===== src/rtl/nt_chain_detector.sv =====
// Tapped A/B shift chains plus C stage into per-lane dout = A_t | B_t | ~C; din->dout latency tap+1 (C: 1).
// en=0 stalls all state. `define NT_ALARM_EN compiles in the saturating hit counter and sticky alarm.
module nt_chain_detector #(
    parameter  int W     = 4,
    parameter  int DEPTH = 8,
    parameter  int CNT_W = 8,
    localparam int TAP_W = $clog2(DEPTH)
) (
    input  logic             I1294_clk,
    input  logic             I1301_rst,
    input  logic             en,
    input  logic             clr,
    input  logic [W-1:0]     din_a,
    input  logic [W-1:0]     din_b,
    input  logic [W-1:0]     din_c,
    input  logic [TAP_W-1:0] tap_a,
    input  logic [TAP_W-1:0] tap_b,
    input  logic             inv_b,
    input  logic [CNT_W-1:0] thresh,
    output logic [W-1:0]     dout,
    output logic             hit,
    output logic [CNT_W-1:0] hit_cnt,
    output logic             alarm
);

    logic [DEPTH-1:0][W-1:0] chain_a_q, chain_a_d;
    logic [DEPTH-1:0][W-1:0] chain_b_q, chain_b_d;
    logic [W-1:0]            stage_c_q, stage_c_d;
    logic [TAP_W-1:0]        sel_a, sel_b;
    logic [W-1:0]            a_t, b_t;

    always_comb begin
        chain_a_d = chain_a_q;
        chain_b_d = chain_b_q;
        stage_c_d = stage_c_q;
        if (en) begin
            chain_a_d = {chain_a_q[DEPTH-2:0], din_a};
            chain_b_d = {chain_b_q[DEPTH-2:0], din_b};
            stage_c_d = din_c;
        end
    end

    always_ff @(posedge I1294_clk) begin
        if (I1301_rst) begin
            chain_a_q <= '0;
            chain_b_q <= '0;
            stage_c_q <= '0;
        end else begin
            chain_a_q <= chain_a_d;
            chain_b_q <= chain_b_d;
            stage_c_q <= stage_c_d;
        end
    end

    // Taps beyond the last stage clamp to it when DEPTH is not a power of two.
    always_comb begin
        sel_a = tap_a;
        sel_b = tap_b;
        if (int'(tap_a) > DEPTH - 1) sel_a = TAP_W'(DEPTH - 1);
        if (int'(tap_b) > DEPTH - 1) sel_b = TAP_W'(DEPTH - 1);
    end

    assign a_t  = chain_a_q[sel_a];
    assign b_t  = chain_b_q[sel_b] ^ {W{inv_b}};
    assign dout = ~(~a_t & ~(b_t | ~stage_c_q));
    assign hit  = |(~dout);

`ifdef NT_ALARM_EN
    logic [CNT_W-1:0] hit_cnt_q, hit_cnt_d;
    logic             alarm_q, alarm_d;

    // clr beats a same-cycle increment; alarm compares the pre-edge count.
    always_comb begin
        hit_cnt_d = hit_cnt_q;
        alarm_d   = alarm_q;
        if (clr) begin
            hit_cnt_d = '0;
            alarm_d   = 1'b0;
        end else if (en) begin
            if (thresh != '0 && hit_cnt_q >= thresh) alarm_d = 1'b1;
            if (hit && hit_cnt_q != '1) hit_cnt_d = hit_cnt_q + CNT_W'(1);
        end
    end

    always_ff @(posedge I1294_clk) begin
        if (I1301_rst) begin
            hit_cnt_q <= '0;
            alarm_q   <= 1'b0;
        end else begin
            hit_cnt_q <= hit_cnt_d;
            alarm_q   <= alarm_d;
        end
    end

    assign hit_cnt = hit_cnt_q;
    assign alarm   = alarm_q;
`else
    logic unused_cfg;
    assign unused_cfg = ^{clr, thresh};
    assign hit_cnt    = '0;
    assign alarm      = 1'b0;
`endif

endmodule


===== config.mk =====
export PLATFORM = sky130hd
export DESIGN_NAME = nt_chain_detector
export DESIGN_NICKNAME = d
export VERILOG_FILES = /design/src/rtl/nt_chain_detector.sv
export SDC_FILE = /design/constraint.sdc
export NUM_CORES = 1
export LEC_CHECK = 0
export ABC_AREA = 1
export CAP_MARGIN = 10
export CORE_MARGIN = 2
export CORE_UTILIZATION = 25
export CTS_CLUSTER_DIAMETER = 150
export DETAILED_ROUTE_END_ITERATION = 8
export GPL_TIMING_DRIVEN = 0
export HOLD_SLACK_MARGIN = 0.06
export PLACE_DENSITY_LB_ADDON = 0.1
export SLEW_MARGIN = 5
export SYNTH_ARGS = -nofsm -noshare
export SYNTH_HDL_FRONTEND = slang
export SYNTH_SLANG_ARGS = --single-unit

===== constraint.sdc =====
create_clock -name I1294_clk -period 1.6 [get_ports I1294_clk]
set_input_delay 0.32 -clock I1294_clk [delete_from_list [all_inputs] [get_ports I1294_clk]]
set_output_delay 0.32 -clock I1294_clk [all_outputs]
set_load 0.005 [all_outputs]

==> reports/metrics.yaml <==
global_routing:
  grt_usage: 0.144
  grt_start_max_net_pins: 11
  overflow: 0
  antenna_found_initial: 0
  grt_pass1_wl_um: 14800
  grt_pass1_vias: 2783
placement:
  io_buffers: 20
  place.gp.congestion: 0.771
  post-dp-hpwl_um: 6250
timing:
  skew_ns: 0.00394
  setup_violations: 5
  final.period_utilization: 1.14
  tightestPinTransition_ns: 0.632
  period_needed_ns: 1.83
  holdWs_ns: 0.464
  worst_slack_ns: -0.225
  finalHoldViolations: 0
  fmax_mhz: 548
  finalMaxSlewViolations: 0
  maxSlewHeadroom: 0.579
  setup_tns_ns: -0.436
  rsz0062_at_grt: "yes"
critical_path:
  r2r_end: "chain_a_q[26]$_SDFFE_PP0P_"
  worstSetupPathType: "in -> out"
  cp-startpoint: "tap_a[1]"
  cp_max_fo: 10
  r2r_slack_ns: 0.89
  r2r-start: "chain_a_q[22]$_SDFFE_PP0P_"
  endpoint: "hit"
  cp-end-kind: "output port"
  reg2regPathDepth: 3
  cp.required_ns: 1.28
  arrival_ns: 1.51
  start_kind: "input pin"
floorplan:
  io_pins: 45
  start_util: 0.255
  die_height_um: 117
  die_area_um2: 13700
  coreArea_um2: 12500
  die-width_um: 117
  rows: 41
flow_run:
  maxCapViolations: 0
layout:
  finalNetCount: 541
  drive_gt1_frac: 0.280
  syn2layout_area_growth_pct: 32.1
  num-fill-cells: 1379
  n_antenna_cell: 0
detailed_routing:
  drtPass1Iterations: 4
  drtIter0Drc: 114
  highest_layer: "met4"
  dr_wl_met3_um: 382
  vias: 3013
  drc: 0
  post_drt_wl_per_cell_um: 13.6
  routed_wl_um: 9270
  wl_met2_um: 4190
  avgViaCountPerCell: 4.41
  drtAntennaViolNets: 0
  wl_met1_um: 4530
power_and_ir_drop:
  ir_drop_v: 0.000473
  total_power_mw: 4.03
  p_leak_nw: 1.60
  p_per_area_nw_per_um2: 956
yosys:
  syn_avg_cell_area_um2: 6.95
  yosysWarnings: 0
  postSynthCellCount: 459
  synth_ff_type: "dfxtp_1"
  ys_types: 21
  yosys-top-cells-area: "dfxtp_1 (43%), nand2_1 (20%), a21oi_1 (8.9%), nand3_1 (6.1%), a211oi_1 (4.7%)"
  synth.most_common_cell: "nand2_1"
  synth_top_area_share: 0.426
  yosysSeqAreaShare: 0.426
  ys_top_cells_by_count: "nand2_1 (166), dfxtp_1 (68), a21oi_1 (57)"
  netlist_area_um2: 3190
  synth_edf_count: 0
  synth_seq_cells: 68
  yosys.area.top_type: "dfxtp_1"
  synthArstFlopShare: 0
worst_hold_path:
  min_path_type: "reg -> reg"
clocking:
  cts.sinks: 68
  insertion_delay_ns: 0.33
  root_buffer: "clkbuf_16"
  clk_pin_slew_worst_paths_ns: 0.05
  htreeDepth: 3
  cts_tree: "yes"
  cts_buffers: 9
  clockBufferDepth: 2
status:
  status: "finished, violations left"
  violations: "negative setup slack"
-- worst max-delay path, cell delays in order --
cell and delay, ns:
buf_12 0.12, clkinvlp_4 0.22, buf_4 0.21, nand3_2 0.07, nand3_2 0.08, nand2_2 0.10, a21oi_4 0.04, nand2_2 0.08
nand2_1 0.05, inv_1 0.05, nand2_1 0.04, buf_2 0.11
-- worst min path at each step --
stage / cells after the start / endpoint / startpoint
floorplan: 2 / stage_c_q[3]$_SDFFE_PP0P_ / stage_c_q[3]$_SDFFE_PP0P_
global placement: 2 / chain_b_q[29]$_SDFFE_PP0P_ / chain_b_q[29]$_SDFFE_PP0P_
detailed placement: 2 / chain_b_q[29]$_SDFFE_PP0P_ / chain_b_q[29]$_SDFFE_PP0P_
CTS: 2 / chain_b_q[29]$_SDFFE_PP0P_ / chain_b_q[29]$_SDFFE_PP0P_
global route: 2 / chain_a_q[31]$_SDFFE_PP0P_ / chain_a_q[31]$_SDFFE_PP0P_
finish: 2 / chain_a_q[29]$_SDFFE_PP0P_ / chain_a_q[29]$_SDFFE_PP0P_
-- sequential cells by signal (all words and copies together), names as in the netlist --
signal     flops
chain_b_q     32
stage_c_q      4
chain_a_q     32
-- cells in the final DEF, fill, tap and decap left out, types with 11 or more instances in the layout --
cell             instances
nand2_1                159
a211oi_1                20
clkbuf_1                17
buf_2                   11
nand3_2                 22
nand3_1                 21
nor2_1                  22
dfxtp_2                 32
inv_1                   17
dfxtp_1                 36
nand2_2                 14
a21oi_1                 51
buf_4                   20
clkdlybuf4s50_1         12
-- stage by stage --
| step | area, um^2 | util | cells | setup WS [ns] |
|---|---|---|---|---|
| global placement | 3640 | 0.291 | 659 | -0.902 |
| global route | 4220 | 0.337 | 683 | -0.319 |
| floorplan | 3220 | - | 467 | 0.123 |
| CTS | 4130 | 0.330 | 682 | -0.175 |
| finish | 4220 | 0.337 | 683 | -0.225 |
| detailed placement | 3640 | 0.291 | 659 | -0.890 |
-- layer usage --
metal,GRT usage,up-vias
met5,0,-
met4,0.0478,0
met3,0.0371,12
met2,0.228,56
met1,0.190,1386
li1,-,1559
-- power breakdown --
group          leakage (nW)  total [mW]  internal (mW)  switching, mW
registers             0.569        1.78           1.75         0.0330
logic                 0.908       0.509          0.205          0.305
clock network         0.120        1.74           1.06          0.680
total                  1.60        4.03           3.01           1.02
-- area by class of cell --
cell class | instances | area [um^2] | share of cell area
multi-input combinational | 332 | 1660 | 0.394
sequential | 68 | 1400 | 0.332
timing repair buffer | 32 | 297 | 0.0703
buffer | 40 | 274 | 0.0650
clock buffer | 12 | 246 | 0.0585
tap | 172 | 215 | 0.0510
inverter | 27 | 121 | 0.0288
-- cells by family (layout without fill, tap and decap cells) --
logic type	Yosys count	count (layout)	synth area share
AND/OR/NAND/NOR	242	242	0.317
AO/OA/AOI/OAI	81	81	0.145
flip-flops	68	68	0.427
buffers and inverters	67	111	0.110
other	1	9	0.00117
-- timing repair --
| action | 4_1_cts | 5_1_grt |
|---|---|---|
| cloned | 1 | 0 |
| pin swaps | 28 | 10 |
| resized for setup | 86 | 31 |
| hold buffers | 0 | 0 |
| endpoints found under the setup margin | 5 | 5 |
| setup buffers | 10 | 1 |
No activity file was read; power rests on OpenSTA's default activity.
